<file path="config.mk">
export PLATFORM = sky130hd
export DESIGN_NAME = board_streamer
export DESIGN_NICKNAME = d
export VERILOG_FILES = /design/src/rtl/vchess_pkg.sv /design/src/rtl/board_streamer_piece_ascii.sv /design/src/rtl/board_streamer.sv
export SDC_FILE = /design/constraint.sdc
export NUM_CORES = 1
export LEC_CHECK = 0
export CAP_MARGIN = 40
export CELL_PAD_IN_SITES_DETAIL_PLACEMENT = 0
export CELL_PAD_IN_SITES_GLOBAL_PLACEMENT = 1
export CORE_MARGIN = 2
export CORE_UTILIZATION = 40
export DETAILED_ROUTE_END_ITERATION = 6
export PLACE_DENSITY = 0.95
export SYNTH_ARGS = -nofsm -noshare
export SYNTH_HDL_FRONTEND = slang
export SYNTH_SLANG_ARGS = --single-unit
</file>
<file path="constraint.sdc">
create_clock -name clk -period 7.5 [get_ports clk]
set_input_delay 2.25 -clock clk [delete_from_list [all_inputs] [get_ports clk]]
set_output_delay 2.25 -clock clk [all_outputs]
set_load 0.005 [all_outputs]
</file>
<file path="src/rtl/vchess_pkg.sv">
// vchess_pkg: shared definitions for the board display path.
//   - piece type encodings (EMPTY..ILLEGAL) and the colour bit index
//   - streamer FSM state enum
//   - piece_to_ascii(): one square code -> printable ASCII character
// A square is PIECE_W bits: [3] colour (1 = black), [2:0] piece type.
package vchess_pkg;

  localparam int PIECE_W    = 4;
  localparam int COLOUR_BIT = 3;

  localparam logic [2:0] EMPTY   = 3'd0;
  localparam logic [2:0] PAWN    = 3'd1;
  localparam logic [2:0] KNIGHT  = 3'd2;
  localparam logic [2:0] BISHOP  = 3'd3;
  localparam logic [2:0] ROOK    = 3'd4;
  localparam logic [2:0] QUEEN   = 3'd5;
  localparam logic [2:0] KING    = 3'd6;
  localparam logic [2:0] ILLEGAL = 3'd7;

  typedef enum logic [2:0] {
    ST_IDLE,
    ST_SQUARE,
    ST_EOL,
    ST_SIDE,
    ST_SIDE_EOL
  } state_t;

  // Uppercase for white, lowercase for black. Empty and illegal squares
  // print the same glyph for both colours.
  function automatic logic [7:0] piece_to_ascii(input logic [PIECE_W-1:0] piece);
    logic [7:0] c;
    case (piece[2:0])
      EMPTY:   c = 8'h2E; // '.'
      PAWN:    c = 8'h50; // 'P'
      KNIGHT:  c = 8'h4E; // 'N'
      BISHOP:  c = 8'h42; // 'B'
      ROOK:    c = 8'h52; // 'R'
      QUEEN:   c = 8'h51; // 'Q'
      KING:    c = 8'h4B; // 'K'
      default: c = 8'h3F; // '?'
    endcase
    // ASCII lowercase is uppercase with bit 5 set.
    if (piece[COLOUR_BIT] && (piece[2:0] != EMPTY) && (piece[2:0] != ILLEGAL))
      c = c | 8'h20;
    return c;
  endfunction

endpackage

</file>
<file path="src/rtl/board_streamer_piece_ascii.sv">
// piece_ascii: combinational wrapper around vchess_pkg::piece_to_ascii so the
// mapping can be exercised on its own.
// Ports:
//   piece  in  PIECE_W  square code ([3] colour, [2:0] type)
//   ascii  out 8        printable character for that square
module piece_ascii
  import vchess_pkg::*;
(
  input  logic [PIECE_W-1:0] piece,
  output logic [7:0]         ascii
);

  assign ascii = piece_to_ascii(piece);

endmodule

</file>
<file path="src/rtl/board_streamer.sv">
// board_streamer: snapshots a packed board on a valid/ready handshake and
// streams it as ASCII, one character per accepted output beat. Rank RANKS-1
// is printed first, files 0..FILES-1 left to right, '\n' after every rank.
//
// Optional feature (macro BOARD_STREAMER_SIDE_EN): after the last rank a
// side-to-move line "W\n" or "B\n" is appended and out_last moves to that
// final '\n'. Without the macro, out_last marks the last rank's '\n' and
// white_to_move is captured but has no effect on the output.
//
// Ports:
//   clk            in   rising-edge clock
//   reset          in   asynchronous active-high reset; aborts a frame
//   board          in   BOARD_WIDTH packed board, square(r,f) at
//                       [(r*FILES+f)*PIECE_WIDTH +: PIECE_WIDTH]
//   board_valid    in   board offered
//   board_ready    out  idle; board captured when board_valid is high
//   white_to_move  in   side to move, captured with board
//   out_data       out  8-bit ASCII character
//   out_valid      out  out_data valid
//   out_ready      in   sink accepts out_data
//   out_last       out  final character of the frame
//   busy           out  frame in progress
module board_streamer
  import vchess_pkg::*;
#(
  parameter int PIECE_WIDTH = 4,
  parameter int FILES       = 8,
  parameter int RANKS       = 8,
  parameter int ROW_WIDTH   = 32,
  parameter int BOARD_WIDTH = 256
) (
  input  logic                   clk,
  input  logic                   reset,
  input  logic [BOARD_WIDTH-1:0] board,
  input  logic                   board_valid,
  output logic                   board_ready,
  input  logic                   white_to_move,
  output logic [7:0]             out_data,
  output logic                   out_valid,
  input  logic                   out_ready,
  output logic                   out_last,
  output logic                   busy
);

  localparam int FILE_W = (FILES > 1) ? $clog2(FILES) : 1;
  localparam int RANK_W = (RANKS > 1) ? $clog2(RANKS) : 1;

  if (ROW_WIDTH != FILES * PIECE_WIDTH) begin : g_row_chk
    $error("board_streamer: ROW_WIDTH must equal FILES*PIECE_WIDTH");
  end
  if (BOARD_WIDTH != RANKS * ROW_WIDTH) begin : g_board_chk
    $error("board_streamer: BOARD_WIDTH must equal RANKS*ROW_WIDTH");
  end
  if (PIECE_WIDTH != PIECE_W) begin : g_piece_chk
    $error("board_streamer: PIECE_WIDTH must match vchess_pkg::PIECE_W");
  end

  state_t                   state, state_n;
  logic [FILE_W-1:0]        file_q, file_n;
  logic [RANK_W-1:0]        rank_q, rank_n;
  logic [BOARD_WIDTH-1:0]   snap;
  logic                     wtm;
  logic                     capture, accept;
  logic [BOARD_WIDTH-1:0]   src;
  logic                     src_wtm;
  logic [PIECE_WIDTH-1:0]   sq_arr [RANKS][FILES];
  logic [PIECE_WIDTH-1:0]   sq_n;
  logic [7:0]               sq_char;
  logic [7:0]               char_n;
  logic                     last_n;

  assign board_ready = (state == ST_IDLE);
  assign busy        = ~board_ready;
  assign out_valid   = busy;
  assign capture     = board_ready & board_valid;
  assign accept      = out_valid & out_ready;

  // The output register is loaded with the character of the *next* state,
  // so on the capture cycle the first square must come straight from the
  // input bus rather than the snapshot that is being written.
  assign src     = capture ? board : snap;
  assign src_wtm = capture ? white_to_move : wtm;

  for (genvar r = 0; r < RANKS; r++) begin : g_rank
    for (genvar f = 0; f < FILES; f++) begin : g_file
      assign sq_arr[r][f] = src[(r*FILES + f)*PIECE_WIDTH +: PIECE_WIDTH];
    end
  end

  assign sq_n = sq_arr[rank_n][file_n];

  piece_ascii u_piece_ascii (
    .piece (sq_n),
    .ascii (sq_char)
  );

  always_comb begin
    state_n = state;
    file_n  = file_q;
    rank_n  = rank_q;
    case (state)
      ST_IDLE: begin
        if (capture) begin
          state_n = ST_SQUARE;
          file_n  = '0;
          rank_n  = RANK_W'(RANKS - 1);
        end
      end
      ST_SQUARE: begin
        if (accept) begin
          if (file_q == FILE_W'(FILES - 1)) state_n = ST_EOL;
          else                              file_n  = file_q + FILE_W'(1);
        end
      end
      ST_EOL: begin
        if (accept) begin
          if (rank_q == '0) begin
`ifdef BOARD_STREAMER_SIDE_EN
            state_n = ST_SIDE;
`else
            state_n = ST_IDLE;
`endif
          end else begin
            state_n = ST_SQUARE;
            rank_n  = rank_q - RANK_W'(1);
            file_n  = '0;
          end
        end
      end
      ST_SIDE: begin
        if (accept) state_n = ST_SIDE_EOL;
      end
      ST_SIDE_EOL: begin
        if (accept) state_n = ST_IDLE;
      end
      default: state_n = ST_IDLE;
    endcase
  end

  always_comb begin
    char_n = 8'h00;
    case (state_n)
      ST_SQUARE:             char_n = sq_char;
      ST_EOL, ST_SIDE_EOL:   char_n = 8'h0A;
      ST_SIDE:               char_n = src_wtm ? 8'h57 : 8'h42; // 'W' / 'B'
      default:               char_n = 8'h00;
    endcase
  end

`ifdef BOARD_STREAMER_SIDE_EN
  assign last_n = (state_n == ST_SIDE_EOL);
`else
  assign last_n = (state_n == ST_EOL) && (rank_n == '0);
`endif

  always_ff @(posedge clk or posedge reset) begin
    if (reset) begin
      state    <= ST_IDLE;
      file_q   <= '0;
      rank_q   <= '0;
      out_data <= 8'h00;
      out_last <= 1'b0;
    end else begin
      state    <= state_n;
      file_q   <= file_n;
      rank_q   <= rank_n;
      out_data <= char_n;
      out_last <= last_n;
    end
  end

  // Snapshot is pure data: only loaded on capture, never reset.
  always_ff @(posedge clk) begin
    if (capture) begin
      snap <= board;
      wtm  <= white_to_move;
    end
  end

endmodule
</file>
==> results of run 1 <==
## cells by family (layout without fill, tap and decap cells)
group | after synthesis | count (layout) | share of synthesized area [%]
AND/OR/NAND/NOR | 976 | 976 | 32.7
XOR/XNOR | 1 | 1 | 0.0708
multiplexers | 72 | 72 | 6.08
buffers and inverters | 127 | 356 | 5.20
AO/OA/AOI/OAI | 174 | 174 | 10.6
adder cells (fa/ha/maj) | 3 | 3 | 0.304
flip-flops | 274 | 274 | 45.0
other | 1 | 1 | 0.0303
## registers in the layout (all words and copies together), names as in the netlist
name      count
snap        256
out_data      7
out_last      1
rank_q        3
state         3
file_q        3
wtm           1
## per-stage QoR
| stage | power, mW | instance area (um2) |
|---|---|---|
| after CTS | 6.38 | 16100 |
| after floorplan | 4.12 | 12400 |
| after detailed placement | 4.93 | 15200 |
| final | 6.40 | 16100 |
| after global placement | 4.86 | 15200 |
| after global routing | 6.81 | 16100 |
## power breakdown
group          switching [mW]  internal [mW]  total, mW
clock network           0.590          0.847       1.44
registers               0.265           2.18       2.44
logic                    1.55          0.974       2.52
## worst paths after layout
check / startpoint / to / slack, ns / cells after the start
worst max-delay path: board_valid / out_data[5] / 1.51 / 12
worst min-delay path: snap[27] / snap[27] / 0.44 / 2
worst max register to register: state[1] / out_data[5] / 3.07 / 11
worst min register to register: snap[27] / snap[27] / 0.44 / 2
max in group asynchronous: reset / file_q[0] / 4.99 / 2
min in group asynchronous: reset / out_last / 2.09 / 2
## critical path, stage by stage
cell	delay (ns)
clkdlybuf4s50_1	0.56
nor4b_4	0.49
buf_12	0.52
buf_4	0.64
nand2_1	0.17
a311o_1	0.29
o2111ai_1	0.13
nand4_1	0.15
a311oi_1	0.40
and4_1	0.31
nor3_1	0.09
o31a_1	0.29
## metal layers
metal	global-route usage, %	routed length, um	vias up
met5	0	0	-
met4	8.78	1400	0
met3	5.29	3200	86
met2	39.3	18500	492
met1	31.7	17700	5438
li1	-	-	5839
## area by class of cell
class                      instances  area [um2]
fill                            2946       14400
multi-input combinational       1227        6170
sequential                       274        5570
timing repair buffer             289        2880
clock buffer                      41         841
tap                              396         495
clock inverter                    11         115
inverter                          15        60.1
## layout by cell type, fill, tap and decap left out, types with 4 or more instances in the layout
master and instances:
clkinv_2 6, clkbuf_16 29, clkdlybuf4s50_1 271, o2111ai_1 6
nand3_1 44, dfxtp_1 257, clkbuf_1 5, nor3_1 10
nor4_1 33, a21oi_1 16, dfrtp_1 17, or2_2 4
a311oi_1 33, a211oi_1 10, a22oi_1 6, clkbuf_8 7
inv_1 11, or4_1 7, nor2_1 26, nand2_1 814
a2111oi_0 6, o211ai_1 15, o21ai_0 32, o31ai_1 5
mux2_2 25, a31oi_1 8, nand4_1 5, mux2i_1 47
buf_4 14
==> impl_metrics.json, run 1 <==
{
  "clock_latency_ns": 0.54,
  "syn_avg_cell_area_um2": 7.60,
  "skew_ns": 0.00874,
  "yosys_warnings": 0,
  "fin_cells": 2253,
  "die_height_um": 180,
  "design.core.area_um2": 30500,
  "ctsHtreeMaxLevel": 1,
  "setup_ws_ns": 1.51,
  "drt_wl_total_mm": 40.8,
  "synth_edf_count": 0,
  "synthArstFlopShare_pct": 6.20,
  "peakVddDrop_mv": 0.185,
  "hold_class": "flip-flop to flip-flop",
  "ys_top_cells_by_area": "dfxtp_1 (42%), nand2_1 (25%), mux2i_1 (3.8%), dfrtp_1 (3.4%), a311oi_1 (2.3%)",
  "final_util_pct": 52.9,
  "start_util_pct": 40.5,
  "endpoint_kind": "flip-flop",
  "grt_pass1_vias": 11600,
  "critPathArrivalTime_ns": 6.42,
  "netlist_area_um2": 12400,
  "drive_gt1_share_pct": 6.19,
  "ant_nets": 0,
  "die_w_um": 180,
  "cts_tree": "built",
  "rows": 64,
  "gp_congestion": 0.871,
  "clkTransAtPathRegs_ns": 0.06,
  "synth_common_cells": "nand2_1 (814), dfxtp_1 (257), buf_2 (48)",
  "track_usage_pct": 24.2,
  "root_buffer": "clkbuf_16",
  "place_ws_ns": 1.06,
  "dieArea_um2": 32300,
  "synth.distinct_cells": 77,
  "clock_sinks": 274,
  "rsz0062_at_grt": "false",
  "pin_count": 273,
  "dpl.cell_count": 2201,
  "setup_violations": 0,
  "drc_errors": 0,
  "drv_slew": 0,
  "hpwl_mm": 29.0,
  "critPathRequiredTime_ns": 7.93,
  "synthFlopType": "dfxtp_1",
  "nets": 2100,
  "cellPowerDensity_nw_per_um2": 397,
  "antenna_found_initial": 0,
  "ys_seq_elements": 274,
  "worstPathMaxFanout": 147,
  "wl_per_cell_um": 18.1,
  "fmaxAchievable_mhz": 167,
  "tightest_slew_ns": 0.883,
  "cts_resized": 0,
  "holdWs_ns": 0.441,
  "setup_tns_ns": 0,
  "diodes": 0,
  "post-route-min-period_ns": 5.99,
  "drt_iter0_markers": 1149,
  "hold_buffers": 0,
  "num_vias": 11900,
  "path_class": "input pin to flip-flop",
  "grt_overflow": 0,
  "syn_inst": 1628,
  "status": "complete, no violations",
  "cts_setup_buffers": 0,
  "finalCritPeriodShare_pct": 79.8,
  "yosysTopAreaCellShare_pct": 41.6,
  "syn-num-nets": 1892,
  "grt_pass1_wl_mm": 63.1,
  "yosysMostFrequentCell": "nand2_1",
  "ys_seq_area_share_pct": 45.0,
  "drv_cap": 0,
  "slew_headroom_pct": 41.1,
  "port_buffers": 271,
  "viasPerCell": 5.26,
  "grt_max_degree": 148,
  "hold_viol": 0,
  "p_leak_nw": 7.51,
  "startpoint_type": "input pin",
  "numCtsBuffers": 29,
  "area_growth_pct": 30.4,
  "cts_buffer_depth": 3,
  "firstDrtPassIters": 5,
  "synth_top_cell_by_area": "dfxtp_1"
}
No activity file was read; power rests on OpenSTA's default activity.
==> inputs of run 2 (changes only) <==
--- a/config.mk
+++ b/config.mk
@@ -9,9 +9,9 @@
 export CELL_PAD_IN_SITES_DETAIL_PLACEMENT = 0
 export CELL_PAD_IN_SITES_GLOBAL_PLACEMENT = 1
 export CORE_MARGIN = 2
-export CORE_UTILIZATION = 40
+export CORE_UTILIZATION = 33
 export DETAILED_ROUTE_END_ITERATION = 6
-export PLACE_DENSITY = 0.95
+export PLACE_DENSITY = 0.87
 export SYNTH_ARGS = -nofsm -noshare
 export SYNTH_HDL_FRONTEND = slang
 export SYNTH_SLANG_ARGS = --single-unit
==> constraint.sdc (replaced) <==
create_clock -name clk -period 5.3 [get_ports clk]
set_input_delay 1.59 -clock clk [delete_from_list [all_inputs] [get_ports clk]]
set_output_delay 1.59 -clock clk [all_outputs]
set_load 0.005 [all_outputs]
==> run 2 against run 1 <==
Clock power is 38% higher. Flip-flop and latch count unchanged. Critical path depth is 2 higher. Cell count increased by 4.8%. Worst setup slack lost 1.2 ns. Die area rose by 21%. Sequential share of layout area is 0.96 points lower. Worst hold slack worse by 0.00051 ns. Critical path type unchanged. Largest power group unchanged.
==> impl_metrics.json, run 2 (synthesis results as in run 1) <==
{
  "port_buffers": 271,
  "hold_viol": 0,
  "hold_buffers": 0,
  "drive_gt1_share_pct": 8.03,
  "slew_headroom_pct": 53.4,
  "endpoint_kind": "flip-flop",
  "critPathArrivalTime_ns": 5.41,
  "cts_resized": 0,
  "root_buffer": "clkbuf_16",
  "critPathRequiredTime_ns": 5.74,
  "track_usage_pct": 21.4,
  "setup_ws_ns": 0.327,
  "design.core.area_um2": 36800,
  "reg2reg_depth": 13,
  "multi_input_area_um2": 6170,
  "fmaxAchievable_mhz": 201,
  "holdWs_ns": 0.441,
  "peakVddDrop_mv": 0.307,
  "post-route-min-period_ns": 4.97,
  "top_regs": "snap: 256 flops, out_data: 7 flops",
  "viasPerCell": 5.07,
  "grt_pass1_vias": 11700,
  "drt_iter0_markers": 910,
  "cts_setup_buffers": 0,
  "rsz0062_at_grt": "false",
  "drv_slew": 0,
  "tightest_slew_ns": 0.699,
  "largest_register": "snap",
  "largest_register_ffs": 256,
  "ctsHtreeMaxLevel": 1,
  "die_height_um": 198,
  "gp_congestion": 0.882,
  "drv_cap": 0,
  "dieArea_um2": 39000,
  "firstDrtPassIters": 7,
  "nets": 2136,
  "clock_sinks": 274,
  "num_vias": 12000,
  "p_leak_nw": 7.72,
  "drc_errors": 0,
  "clkTransAtPathRegs_ns": 0.06,
  "cts_tree": "built",
  "cellPowerDensity_nw_per_um2": 552,
  "mostFrequentLayoutCell": "nand2_1",
  "finalCritPeriodShare_pct": 93.8,
  "grt_max_degree": 105,
  "path_cells": "clkdlybuf4s50_1, or4b_4, o311ai_4, nand2_4, clkinv_2, buf_12, buf_4, mux2i_1, o2111ai_1, nand4_1, a311oi_1, and4_1, nor3_1, o31a_1",
  "n_fill_cell": 3682,
  "place_ws_ns": -0.0299,
  "slowest_stage": "a311oi_1",
  "holdPathStages": 2,
  "power_mw": 9.16,
  "layout_common_cells": "nand2_1 (814), clkdlybuf4s50_1 (271), dfxtp_1 (257), mux2i_1 (47), nand3_1 (44)",
  "fin_cells": 2362,
  "start_util_pct": 33.6,
  "skew_ns": 0.0132,
  "drt_wl_total_mm": 42.7,
  "final_util_pct": 45.1,
  "placed_area_um2": 15700,
  "startpoint_type": "input pin",
  "hpwl_mm": 31.7,
  "antenna_found_initial": 2,
  "die_w_um": 198,
  "worstPathMaxFanout": 28,
  "dpl.cell_count": 2309,
  "clock_latency_ns": 0.55,
  "hold_class": "flip-flop to flip-flop",
  "status": "complete, no violations",
  "ant_nets": 0,
  "grt_pass1_wl_mm": 65.3,
  "area_growth_pct": 34.2,
  "final_area_um2": 16600,
  "setup_violations": 0,
  "seqCellArea_um2": 5570,
  "numCtsBuffers": 29,
  "cts_buffer_depth": 3,
  "wl_per_cell_um": 18.1,
  "grt_overflow": 0,
  "pin_count": 273,
  "rows": 70,
  "setup_tns_ns": 0,
  "path_class": "input pin to flip-flop",
  "cp_slowest_stage_delay_ns": 0.56
}
[run 2: final timing paths]
| kind | slack [ns] | from | end |
|---|---|---|---|
| setup reg to reg | 1.13 | state[1] | out_data[5] |
| max in group asynchronous | 3.41 | reset | out_data[2] |
| hold / removal | 0.44 | snap[49] | snap[49] |
| min in group asynchronous | 1.44 | reset | out_last |
| setup / recovery | 0.33 | board_valid | out_data[5] |
| hold reg to reg | 0.44 | snap[49] | snap[49] |
[run 2: cell type report]
class | count | area share (%)
multi-input combinational | 1227 | 37.2
sequential | 274 | 33.6
timing repair buffer | 325 | 19.7
clock buffer | 39 | 5.02
tap | 468 | 3.53
clock inverter | 12 | 0.618
inverter | 15 | 0.362
antenna | 2 | 0.0302
[run 2: report_power, final]
| group | internal (mW) | switching [mW] |
|---|---|---|
| logic | 1.51 | 2.23 |
| registers | 3.08 | 0.354 |
| clock network | 1.15 | 0.842 |
[run 2: worst max-delay path: cells and delay by family]
kind	cells	cell delay, ns
AND/OR/NAND/NOR	5	1.37
multiplexers	1	0.10
AO/OA/AOI/OAI	4	1.22
buffers and inverters	4	1.09
[run 2: per-layer routing]
metal / part of all wire, % / GRT usage (%) / vias up / wire length (um)
li1: - / - / 5918 / -
met1: 44 / 28.8 / 5522 / 18600
met2: 46 / 35.0 / 464 / 19600
met3: 7.0 / 3.04 / 73 / 2970
met4: 3.5 / 7.55 / 0 / 1490
met5: 0 / 0 / - / 0
==> RTL change 1 (settings of run 1) <==
Add a define of `BOARD_STREAMER_SIDE_EN`.
--- a/src/rtl/board_streamer.sv
+++ b/src/rtl/board_streamer.sv
@@ -21,4 +21,6 @@
 //   out_last       out  final character of the frame
 //   busy           out  frame in progress
+`define BOARD_STREAMER_SIDE_EN
+
 module board_streamer
   import vchess_pkg::*;
Formal check against the unedited RTL: same outputs for any inputs over 10 cycles, from zero or initial values and one cycle with reset high; that may be too few to reach the edited logic, so the function may still have changed.
==> RTL change 1 against run 1 <==
  * Sequential cell count unchanged
  * Total power increased by 16%
  * Setup slack got worse by 0.12 ns
  * Area after synthesis increased by 6.2%
  * Count of clock-buffer cells in the layout decreased by 2
  * Non-clock buffer count increased by 16
  * Wire length increased by 5.5%
  * Register-to-register slack got worse by 0.40 ns
  * Design area increased by 4.5%
==> RTL change 1: results <==
setup_path:
  reg2reg_to: "out_data[6]"
  r2r_slack_ns: 2.67
  crit_fanout: 30
  r2r-start: "state[1]"
  arrival_ns: 6.52
  r2r_cells: 12
clocking:
  cts-root-buf: "clkbuf_16"
  clk_pin_slew_ns: 0.06
  insertion_delay_ns: 0.57
  h-tree-depth: 1
  cts_setup_buffers: 0
  cts_buffers: 29
  clockBufferDepth: 3
  post_cts_resized: 0
placement:
  numPortBuffers: 271
  place.gp.congestion: 0.942
  dp_hpwl_um: 30900
  dp_cells: 2282
  dp_slack_ns: 1.07
pwr:
  power.leakage_nw: 7.44
  peakVddDrop_mv: 0.222
  sw_frac_of_total_pct: 41.1
route:
  via_per_inst: 5.32
  wl_um: 43000
  first_pass_iters: 5
  wl_per_cell_um: 18.4
  drtIter0Drc: 1349
cells_and_area:
  top_regs: "snap x256, out_data x7"
  n_fill_cell: 3092
  nets: 2136
  drive_gt1_share_pct: 7.81
logic_synthesis:
  async_reset_ff_share_pct: 6.20
  synth_area_leader_cell: "dfxtp_1"
  synth_warnings: 0
  ys_types: 87
  syn_area_per_cell_um2: 7.95
  seq_area_frac_synth_pct: 42.4
  synth_top_cells_by_count: "nand2_1 (618), dfxtp_1 (257), nor2_1 (85), mux2i_1 (60), o21ai_0 (55)"
  synth.area.top_cells: "dfxtp_1 (39%), nand2_1 (18%), mux2i_1 (4.6%), dfrtp_1 (3.2%), o211ai_1 (2.7%)"
  syn_nets: 1916
global_route:
  antenna_found_initial: 3
  grt_pass1_vias: 11907
  grt_pass1_wl_um: 65800
  grt_use_total_pct: 24.4
  grt_max_degree: 110
min_path:
  hold_end: "snap[243]"
  min_from: "snap[243]"
  hold_class: "register to register"
  hold_depth: 2
sta:
  worst_pin_slew_ns: 0.948
  fin_skew_ns: 0.0127
die:
  start_util_pct: 40.5
run_status:
  status: "completed"
==> RTL change 1: cell types whose count changed after synthesis, moves of 23 or more <==
cell,run 1,this run
o21ai_0,32,55
nand2_1,814,618
a21oi_1,16,51
nor4_1,33,4
nor2_1,26,85
o211ai_1,15,47
inv_1,11,43
a311oi_1,33,4
==> RTL change 1: logic make-up after synthesis <==
group	count (synthesis)	synth area share, %
buf+inv	164	7.74
compound gates	293	15.3
fa+ha+maj	3	0.286
mux	98	8.06
other cells	1	0.0286
simple gates	819	26.2
flops	274	42.4
==> RTL change 1: through the flow <==
step	utilization (%)	hold slack, ns	cell area (um^2)
finish	51.9	0.445	16900
global route	51.9	0.459	16800
CTS	51.9	0.448	16800
detailed placement	49.0	0.431	15900
global placement	48.9	0.424	15900
floorplan	-	0.414	13100
==> RTL change 1: cell type report <==
class / instances / area (um^2) / area share, %
inverter: 48 / 190 / 1.13
sequential: 274 / 5570 / 33.1
multi-input combinational: 1214 / 6560 / 38.9
tap: 442 / 553 / 3.28
clock inverter: 14 / 120 / 0.713
timing repair buffer: 305 / 3040 / 18.0
clock buffer: 39 / 815 / 4.83
antenna: 1 / 2.50 / 0.0148
==> RTL change 1: worst max-delay path by stage <==
stage,from,end,slack (ns),depth (start not counted)
after floorplan,out_ready,out_data[6],2.55,16
after global placement,out_ready,out_data[6],1.05,12
after detailed placement,out_ready,out_data[6],1.07,12
after CTS,out_ready,out_data[6],1.65,12
after global routing,out_ready,out_data[6],1.33,12
final,out_ready,out_data[6],1.40,12
==> RTL change 1: power groups by stage <==
stage / Clock, W / Combinational [W] / Sequential [W]
after global routing: 0.00150 / 0.00394 / 0.00249
final: 0.00141 / 0.00360 / 0.00242
after global placement: 0 / 0.00344 / 0.00242
after CTS: 0.00143 / 0.00355 / 0.00242
after floorplan: 0 / 0.00263 / 0.00235
after detailed placement: 0 / 0.00353 / 0.00244
==> RTL change 1: worst max-delay path, stage by stage <==
cell and delay (ns):
clkdlybuf4s50_1 0.59, a21oi_1 0.81, o21a_2 0.52, buf_4 0.42, nor2_1 0.10, o311ai_0 0.56, nand4_1 0.18, nand4_1 0.16
nand4bb_1 0.26, or3_4 0.47, o21ai_2 0.07, a21boi_0 0.10
==> RTL change 1: metal layers <==
metal / share of wire (%) / global-route usage [%] / vias to the layer above
met3: 7.9 / 4.17 / 65
li1: - / - / 6038
met2: 45 / 39.7 / 524
met1: 45 / 34.0 / 5806
met4: 1.9 / 5.40 / 6
met5: 0.081 / 0 / -
==> RTL change 2 (settings of run 1) <==
Made on the original files. The 5 states of `state_t` get a one-hot encoding in 5 bits.
--- a/src/rtl/vchess_pkg.sv
+++ b/src/rtl/vchess_pkg.sv
@@ -18,10 +18,10 @@
   localparam logic [2:0] ILLEGAL = 3'd7;
 
-  typedef enum logic [2:0] {
-    ST_IDLE,
-    ST_SQUARE,
-    ST_EOL,
-    ST_SIDE,
-    ST_SIDE_EOL
+  typedef enum logic [4:0] {
+    ST_IDLE     = 5'b00001,
+    ST_SQUARE   = 5'b00010,
+    ST_EOL      = 5'b00100,
+    ST_SIDE     = 5'b01000,
+    ST_SIDE_EOL = 5'b10000
   } state_t;
 
Behaviour: no difference found for any inputs over 10 cycles, from zero or initial values and one cycle with reset high; not proved beyond that.
==> RTL change 2 against run 1 <==
  * Clock skew is 0.011 ns higher
  * Highest routed layer unchanged
  * Total power down 0.75%
  * Sequential share of layout area increased by 0.36 points
  * Non-clock buffer count increased by 1
  * Design area shrank 0.12%
  * Area after synthesis decreased by 1.2%
  * Synthesized cell count down 12%
  * Wire length is 11% lower
  * Sequential cell count grew 2
  * Setup slack better by 0.017 ns
==> RTL change 2: results <==
global_route:
  grt_use_total_pct: 22.2
  use_met3_pct: 3.71
  grt_use_met2_pct: 36.9
  grt_pass1_vias: 10655
route:
  drtIter0Drc: 774
  wl_per_cell_um: 17.5
  wl_met2_um: 16400
  wl_met3_um: 2720
logic_synthesis:
  synth-compound-area-share_pct: 10.5
  async_reset_ff_share_pct: 6.88
  ys_types: 81
  synth.area.top_cells: "dfxtp_1 (42%), nand2_1 (17%), mux2_2 (9.5%), dfrtp_1 (3.7%), mux2i_1 (2.5%)"
  synth-xor-area-share_pct: 0
setup_path:
  crit_end: "out_data[6]"
  crit_fanout: 47
  arrival_ns: 6.39
  cp_slowest_stage_delay_ns: 0.73
  crit_path_top_delay_cell: "clkdlybuf4s50_1"
  crit_start: "out_ready"
  r2r-start: "state[2]"
  r2r_cells: 12
sta:
  fin_skew_ns: 0.0198
  final.period_utilization_pct: 79.6
  fin_hold_ws_ns: 0.441
placement:
  place.gp.congestion: 0.818
  dp_slack_ns: 1.08
cells_and_area:
  nNonClkBuffers: 290
  antennaDiodeCount: 1
  seq_cells: 276
  inverters: 16
  drive_gt1_share_pct: 12.2
  nets: 1921
  clkbuf_count: 40
  multi_input_area_um2: 5960
  nMultiInputCombCells: 1043
  final-clk-cell-share_pct: 6.64
clocking:
  cts_buffers: 30
  insertion_delay_ns: 0.56
pwr:
  power.leakage_nw: 7.08
  p_int_w: 0.00421
  seq_power_share_pct: 38.7
run_status:
  status: "completed"
[RTL change 2: cell types whose count changed after synthesis, sizes merged, moves of 7 or more]
cell / change
o211ai: +11
mux2: +87
or3: +7
nor2: +41
nor4: -22
o221ai: +7
a31oi: +10
nand2: -276
nor3: +12
nand3: -12
a311oi: -31
mux2i: -16
buf: -19
[RTL change 2: per-stage QoR]
| stage | total power [W] | cells | cell area [um^2] |
|---|---|---|---|
| 3_3_place_gp | 0.00469 | 2014 | 15000 |
| 4_1_cts | 0.00637 | 2071 | 16100 |
| 3_5_place_dp | 0.00478 | 2015 | 15000 |
| 5_1_grt | 0.00676 | 2071 | 16100 |
| 2_1_floorplan | 0.00408 | 1433 | 12200 |
| 6_report | 0.00635 | 2072 | 16100 |
